`src/rtl/trdb_stream_unpack.sv`:
```
// Trace stream unpacker: rebuilds length-prefixed trace packets from the 32-bit aligned word stream.
// Optional build macro TRDB_UNPACK_ZERO_CHECK_EN flags nonzero fill bits in the last word of a frame.

package trdb_pkg;
    parameter int unsigned PACKET_LEN        = 128;
    parameter int unsigned PACKET_HEADER_LEN = 8;
endpackage

module trdb_stream_unpack #(
    parameter int unsigned PACKET_LEN        = trdb_pkg::PACKET_LEN,
    parameter int unsigned PACKET_HEADER_LEN = trdb_pkg::PACKET_HEADER_LEN
) (
    input  logic                         clk_i,
    input  logic                         rst_ni,
    input  logic [31:0]                  data_i,
    input  logic                         valid_i,
    output logic                         ready_o,
    output logic [PACKET_LEN-1:0]        packet_bits_o,
    output logic [PACKET_HEADER_LEN-1:0] packet_len_o,
    output logic                         valid_o,
    input  logic                         grant_i,
    output logic                         err_o
);

    localparam int unsigned ACC_W  = PACKET_HEADER_LEN + PACKET_LEN + 32;
    localparam int unsigned FILL_W = $clog2(ACC_W) + 1;

    typedef enum logic [1:0] {
        ST_IDLE    = 2'd0,
        ST_COLLECT = 2'd1,
        ST_DELIVER = 2'd2
    } state_e;

    // Keeps only payload bits below the decoded length.
    function automatic logic [PACKET_LEN-1:0] len_mask(input logic [PACKET_HEADER_LEN-1:0] len);
        logic [PACKET_LEN-1:0] m;
        for (int i = 0; i < int'(PACKET_LEN); i++) begin
            m[i] = (i < int'(len));
        end
        return m;
    endfunction

`ifdef TRDB_UNPACK_ZERO_CHECK_EN
    // Selects the zero-fill bits of the last word; a fully used word has none.
    function automatic logic [31:0] fill_mask(input logic [4:0] pos);
        logic [31:0] m;
        for (int i = 0; i < 32; i++) begin
            m[i] = (pos != 5'd0) && (i >= int'(pos));
        end
        return m;
    endfunction
`endif

    state_e                       state_r, state_n;
    logic [ACC_W-1:0]             acc_r, acc_n, acc_ins_s;
    logic [FILL_W-1:0]            fill_r, fill_n, fill_add_s;
    logic [PACKET_HEADER_LEN-1:0] len_r, len_n, hdr_len_s, cur_len_s;
    logic                         ready_r, ready_n;
    logic                         valid_r, valid_n;
    logic [PACKET_LEN-1:0]        bits_r, bits_n;
    logic [PACKET_HEADER_LEN-1:0] plen_r, plen_n;
    logic                         err_r, err_n;
    logic                         accept_s, deliver_s, last_word_s;
    logic [31:0]                  frame_bits_s;

    // Next-state, accumulator update and packet output decode.
    always_comb begin
        state_n    = state_r;
        acc_n      = acc_r;
        fill_n     = fill_r;
        len_n      = len_r;
        valid_n    = valid_r;
        bits_n     = bits_r;
        plen_n     = plen_r;
        err_n      = 1'b0;
        deliver_s  = 1'b0;

        accept_s     = valid_i && (state_r != ST_DELIVER);
        hdr_len_s    = data_i[PACKET_HEADER_LEN-1:0];
        cur_len_s    = (state_r == ST_IDLE) ? hdr_len_s : len_r;
        acc_ins_s    = acc_r;
        acc_ins_s[fill_r +: 32] = data_i;
        fill_add_s   = fill_r + FILL_W'(32);
        frame_bits_s = 32'(PACKET_HEADER_LEN) + 32'(cur_len_s);
        last_word_s  = (32'(fill_add_s) >= frame_bits_s);

        case (state_r)
            ST_IDLE: begin
                if (accept_s) begin
                    if (hdr_len_s == '0) begin
                        state_n = ST_IDLE;
                    end else if (32'(hdr_len_s) > PACKET_LEN) begin
                        err_n = 1'b1;
                    end else begin
                        len_n  = hdr_len_s;
                        acc_n  = acc_ins_s;
                        fill_n = fill_add_s;
                        if (last_word_s) begin
                            deliver_s = 1'b1;
                        end else begin
                            state_n = ST_COLLECT;
                        end
                    end
                end else begin
                    state_n = ST_IDLE;
                end
            end
            ST_COLLECT: begin
                if (accept_s) begin
                    acc_n  = acc_ins_s;
                    fill_n = fill_add_s;
                    if (last_word_s) begin
                        deliver_s = 1'b1;
                    end else begin
                        state_n = ST_COLLECT;
                    end
                end else begin
                    state_n = ST_COLLECT;
                end
            end
            ST_DELIVER: begin
                if (grant_i) begin
                    state_n = ST_IDLE;
                    acc_n   = '0;
                    fill_n  = '0;
                    len_n   = '0;
                    valid_n = 1'b0;
                    bits_n  = '0;
                    plen_n  = '0;
                end else begin
                    state_n = ST_DELIVER;
                end
            end
            default: begin
                state_n = ST_IDLE;
            end
        endcase

        if (deliver_s) begin
            state_n = ST_DELIVER;
            valid_n = 1'b1;
            bits_n  = acc_ins_s[PACKET_HEADER_LEN +: PACKET_LEN] & len_mask(cur_len_s);
            plen_n  = cur_len_s;
`ifdef TRDB_UNPACK_ZERO_CHECK_EN
            err_n   = |(data_i & fill_mask(frame_bits_s[4:0]));
`endif
        end else begin
            valid_n = valid_n;
        end

        ready_n = (state_n != ST_DELIVER);
    end

    // State and output registers with synchronous active-low reset.
    always_ff @(posedge clk_i) begin
        if (!rst_ni) begin
            state_r <= ST_IDLE;
            acc_r   <= '0;
            fill_r  <= '0;
            len_r   <= '0;
            ready_r <= 1'b1;
            valid_r <= 1'b0;
            bits_r  <= '0;
            plen_r  <= '0;
            err_r   <= 1'b0;
        end else begin
            state_r <= state_n;
            acc_r   <= acc_n;
            fill_r  <= fill_n;
            len_r   <= len_n;
            ready_r <= ready_n;
            valid_r <= valid_n;
            bits_r  <= bits_n;
            plen_r  <= plen_n;
            err_r   <= err_n;
        end
    end

    assign ready_o       = ready_r;
    assign valid_o       = valid_r;
    assign packet_bits_o = bits_r;
    assign packet_len_o  = plen_r;
    assign err_o         = err_r;

endmodule
```
`config.mk`:
```
export PLATFORM = sky130hd
export DESIGN_NAME = trdb_stream_unpack
export DESIGN_NICKNAME = d
export VERILOG_FILES = /design/src/rtl/trdb_stream_unpack.sv
export SDC_FILE = /design/constraint.sdc
export NUM_CORES = 1
export LEC_CHECK = 0
export CAP_MARGIN = 10
export CELL_PAD_IN_SITES_DETAIL_PLACEMENT = 2
export CELL_PAD_IN_SITES_GLOBAL_PLACEMENT = 2
export CORE_MARGIN = 2
export CORE_UTILIZATION = 32
export DETAILED_ROUTE_END_ITERATION = 8
export PLACE_DENSITY_LB_ADDON = 0.1
export REMOVE_ABC_BUFFERS = 1
export SYNTH_ARGS = -nofsm -noshare
export SYNTH_HDL_FRONTEND = slang
export SYNTH_SLANG_ARGS = --single-unit
```
`constraint.sdc`:
```
create_clock -name clk_i -period 4.1 [get_ports clk_i]
set_input_delay 1.23 -clock clk_i [delete_from_list [all_inputs] [get_ports clk_i]]
set_output_delay 1.23 -clock clk_i [all_outputs]
set_load 0.01 [all_outputs]
```
# Yosys cells after proc, flatten, opt, wreduce, memory -nomap -nowiden
# Cells that the tools add are included.
# Widths: inputs -> output; s select.
# totals
reg_bits	326
latch_bits	0
ram_bits	0
romBits	0
inputBits	36
output_inout_bits	139
mem_count	0
# op_classes
add_sub_neg	3
n_mul	0
div_mod_pow	0
n_lt_le_gt_ge	130
n_eq_ne	9
shift	2
muxes	42
n_bitwise	4
reduce_logical	11
# op_table
cell	n
$mux 168	5
$lt 7x8->1 const A	64
$pmux 168 s3	1
$mux 128	3
$lt 6x8->1 const A	32
$bwmux 168	1
$shift 32x11->168 const A	1
$shiftx 32x11->168	1
$and 128x128->128	1
$lt 5x8->1 const A	16
$lt 4x8->1 const A	8
$mux 8	7
$mux 9	5
$lt 3x8->1 const A	4
$pmux 9 s3	1
$lt 1x8->1 const A	2
$lt 2x8->1 const A	2
$pmux 8 s2	1
$mux 2	7
$ne 2x2->1 const B	7
$neg 9->11	1
$add 4x8->9 const A	1
$add 9x6->9 const B	1
$ge 9x9->1	1
other kinds (16)	28

# Logic depth before layout (Yosys ltp)
# depth
word_depth	11
mapped_depth	18

# Worst setup path before layout
# No wires, ideal clock.
# synth_timing
path_type	input port to flip-flop
from	input port data_i[3]
to	register bits_r[126], in the netlist packet_bits_o[126]
arrival_time_ns	4.312
path_slack_ns	-0.329
path_stages	17
n_path_buf	5
cell_sequence	or3b_2 > and2_1 > inv_1 > buf_1 > ha_1 > nand2_1 > xnor2_1 > ha_1 > nand2_1 > o21a_1 > clkbuf_1 > and2_1 > a22o_1 > buf_4 > buf_4 > buf_6 > a22o_1
# synth_via
elab_chain_len	10
word_cells_on_any_way	19
cone_classes	add/sub: 1; order compare: 3; shift: 1; mux: 9; bitwise: 1; reduce/logical: 4
# synth_rtl
item	line	text
from (decl)	15	input logic [31:0] data_i,
$mux 8	80	cur_len_s = (state_r == ST_IDLE) ? hdr_len_s : len_r;
$add 4x8->9	84	frame_bits_s = 32'(PACKET_HEADER_LEN) + 32'(cur_len_s);
$ge 9x9->1	85	last_word_s = (32'(fill_add_s) >= frame_bits_s);
$mux 1	98, 112	
$mux 1	92	end else if (32'(hdr_len_s) > PACKET_LEN) begin
$mux 1	90	if (hdr_len_s == '0) begin
$mux 1	89	if (accept_s) begin
$pmux 1 s2	87	case (state_r)
$reduce_bool 2->1 (no line)	n/a	
$reduce_and 2->1 (no line)	n/a	
to (signal assigned)	173	bits_r <= bits_n;
to (decl)	60	logic [PACKET_LEN-1:0] bits_r, bits_n;
# Several ways; a longest one is shown, not always the timed one.
# A chain may end at the register's enable or synchronous reset.

# Final worst setup path
# layout_timing
from	input port data_i[5]
to	register bits_r[119], in the netlist packet_bits_o[119]
# The elaborated chain is that of the path after synthesis.

==> reports/summary.md <==
The insertion delay to the later sink of the worst-skew pair is 0.55 ns. In this run, CTS created clock tree buffers numbering 35. The proportion of layout cells with a drive suffix above 1 came out at 0.201. The run gives 15800 um2 as the standard cell area after detailed placement.

The core outline area is 38500 um2, and the proportion of netlist area held by the largest area contributor is 0.452. For the final database, setup skew stands at 0.0352 ns. The total routing resource utilization after global routing is 0.292. The sum of net half-perimeters after detailed placement came out at 40700 um. The mean area per synthesized cell works out to 10.1 um2. The synthesized design contains 281 register bits. The tools report the antenna diode instance count as 0. The worst hold path startpoint is packet_bits_o[82].

The primary flip-flop cell chosen by synthesis mapping is sky130_fd_sc_hd__dfxtp_1. The tools report the peak ir drop on the vdd network as 0.282 mV. Dividing the detail-routed via count by the number of cells gives 5.93.

For this block, the routed nets add up to 59700 um of wire. The largest family of logic cells by synthesized area was compound AO/OA/AOI/OAI gates. Entering global routing, the biggest net connects 58 pins.

The final cycle utilization of the critical path is 0.977. The final-report hold violation count is 0. The run gives 6.40 nW as the leakage power figure. The run gives 0.452 as the sequential cell area fraction in the yosys report.

The library cell used most frequently in the layout, excluding fill and tap cells, is sky130_fd_sc_hd__dfxtp_1. For this run, the detailed router's first-pass iteration total came to 5. The post-synthesis cell type count came out at 67. In the layout the commonest cells are sky130_fd_sc_hd__dfxtp_1, sky130_fd_sc_hd__clkdlybuf4s50_1, sky130_fd_sc_hd__a21oi_1. Setup violations remaining at the end of the flow were counted as 0.

The number of warnings printed during yosys synthesis is 0. The tools report the core utilization of the finished layout as 0.446. The width of the die is 201 um, and the design area is 17100 um2. After the last flow step, the layout net total stands at 1528.

Summing over every cut layer, the via total after detailed routing is 12000. The H-tree generated during clock tree synthesis spans 2 levels. Type of the setup path with the least slack: input port to flip-flop. For the worst flop-to-flop path, the logic depth is 13.

The count of input and output buffers came out at 174. The weighted congestion reported at the end of routability-driven placement came out at 0.874. The largest total area in the synthesized netlist belongs to sky130_fd_sc_hd__dfxtp_1.

After detailed routing, the average wire length per cell comes to 29.5 um. Normalized max-slew margin: 0.322. TritonCTS built the clock tree.

The total power came out at 7.50 mW. Sort of element at the end of the critical path: a flip-flop. The share of cell area taken by muxes after synthesis is 0.118, and the leftover overflow at the end of global routing is 0. The first global-routing pass estimated 88600 um of wire. The critical path runs through a total of 14 cells.

On the critical path the largest part of the delay comes from simple AND/OR/NAND/NOR gates. Cell occurring most often along the worst timing path: sky130_fd_sc_hd__buf_12. The maximum single-stage delay on the critical path works out to 0.50 ns. Walking the worst path, the cells encountered are clkdlybuf4s50_1 > nor4bb_2 > a31oi_1 > or3_4 > nand2b_4 > ha_4 > nand2_2 > buf_4 > o21a_1 > and2_4 > a22o_4 > buf_12 > buf_12 > a22o_1. Instance count along the most critical hold path: 1.

Counting every instance in the synthesized netlist gives 1228. The worst register-to-register path ends at packet_bits_o[119]. The logs give 0 for the number of antenna violations at the first check in global routing and 0 for the antenna violation net count after detailed routing. For the final worst hold slack, the log shows 0.468 ns.

For this design, the sink count on the clock tree is 281. The number of hold buffers added after CTS was 0. STA puts the critical path data required time at 4.50 ns. Compared with the post-synthesis result, the final layout area differs by 37.8%. The compound-cell area share of the yosys netlist was 0.297. Across all register-to-register paths, the minimum setup slack is 0.35 ns. The power per cell area works out to 438 nW/um2. Worst flop-to-flop path startpoint: state_r[0]. The final worst slack was 0.0947 ns; the transition at the pin with the smallest max-transition slack was 1.01 ns. Along the worst path, the maximum fanout reaches 15. Share of synthesized cell area in and, or, nand and nor gates: 0.0750. The tools report the root cell of the clock tree as sky130_fd_sc_hd__clkbuf_16. In this run the cell area of the synthesized design comes to 12400 um2.

The adder-cell area share of the yosys netlist was 0.00805; the number of DRC markers after the initial detailed-route iteration was 814. In this run the core area contains 72 standard-cell rows. Based on the critical path, the design can be clocked at up to 250 MHz.

For the worst setup path, the data arrival time is 4.41 ns. Synthesized-area fraction occupied by xor and xnor cells: 0.00352. In the routed design, unresolved DRC markers number 0.

The run gives 0 as the final-report max-slew violation count. The cell type of the slowest stage on the worst timing path is sky130_fd_sc_hd__clkdlybuf4s50_1. The number of buffers and inverters on the critical path works out to 4.

The die covers 40500 um2. STA classifies the critical path startpoint as an input port. Setup repair after global routing left no endpoint under its margin. The maximum clock insertion buffer count was 3; the initial core utilization was 0.323. The minimum clock period works out to 4.01 ns. In this run the vertical extent of the chip is 201 um.

The via count of the first global-routing pass is 12900, and the number of enable-type register cells in the synthesized netlist is 0. The kind of path behind the tightest hold check was flip-flop to flip-flop. Async set-reset flop share out of synthesis: 0.

The run finished with clean final reports. Sorting the synthesized cells by area gives the leading types as sky130_fd_sc_hd__dfxtp_1, sky130_fd_sc_hd__a22o_1, sky130_fd_sc_hd__mux2i_1. For hold timing, the worst endpoint is packet_bits_o[82]. In this run the count of I/O pins placed on the die edge is 175. Clock-pin slew was measured on the worst setup and hold paths at 0.06 ns. The tools report the number of violations of the max-capacitance limit as 0. Before CTS, the worst setup slack after placement is -0.720 ns.
==> through the flow <==
step / instances / TNS (ns)
floorplan: 1114 / -246.82
global placement: 1954 / -86.34
detailed placement: 1954 / -98.42
CTS: 2026 / 0
global route: 2027 / 0
finish: 2027 / 0
==> synthesized netlist by cell type (all sizes together) (25+ instances only) <==
library cell  number
dfxtp            281
a21oi            135
a22o             126
mux2i             92
o21ai             86
clkbuf            65
a32o              62
buf               49
mux2              49
nand2             37
nand4             37
o2bb2ai           27
nor2              25
==> kinds of logic (layout without fill, tap and decap cells) <==
kind of cell,count (synthesis),after routing
buffers and inverters,128,409
AO/OA/AOI/OAI,499,499
XOR/XNOR,5,5
AND/OR/NAND/NOR,166,166
multiplexers,141,141
adder cells (fa/ha/maj),8,8
flip-flops,281,281
==> timing repair <==
item,in CTS,in global routing
pin swaps,1,2
setup endpoints to repair,126,106
cloned,4,0
gates resized for setup,15,4
endpoints found under the hold margin,0,0
setup buffers,6,1
==> sequential cells by signal, indices dropped and copies added, names as in the netlist <==
| name | flops |
|---|---|
| err_o | 1 |
| acc_r | 128 |
| valid_o | 1 |
| state_r | 2 |
| packet_len_o | 8 |
| ready_o | 1 |
| packet_bits_o | 128 |
| fill_r | 4 |
| len_r | 8 |
==> how the worst max path moves through the flow <==
stage / endpoint / slack [ns] / startpoint
after global placement: packet_bits_o[35] / -0.65 / data_i[3]
final: packet_bits_o[119] / 0.09 / data_i[5]
after global routing: packet_bits_o[77] / 0.008 / data_i[5]
after detailed placement: packet_bits_o[35] / -0.72 / data_i[3]
after CTS: packet_bits_o[119] / 0.04 / data_i[3]
after floorplan: packet_bits_o[0] / -2.00 / data_i[3]
==> metal layers <==
layer,GRT usage,up-vias,share of wire
met5,0,-,0
met3,0.0387,120,0.046
met2,0.488,375,0.47
li1,-,5260,-
met1,0.383,6264,0.44
met4,0.110,0,0.036
==> layout make-up <==
class                   count  area, um2
clock inverters            16        180
clock buffers              46        948
repair buffers            333       3330
multi-input cells         819       6350
flip-flops and latches    281       5630
fillers                  4029      21300
well taps                 518        648
inverters                  14       52.6
==> report_power, final <==
part / internal [mW] / switching, mW / total, mW
Combinational: 0.573 / 0.974 / 1.55
Sequential: 2.79 / 0.0565 / 2.84
Clock: 1.83 / 1.28 / 3.11
No activity file was read; power rests on OpenSTA's default activity.
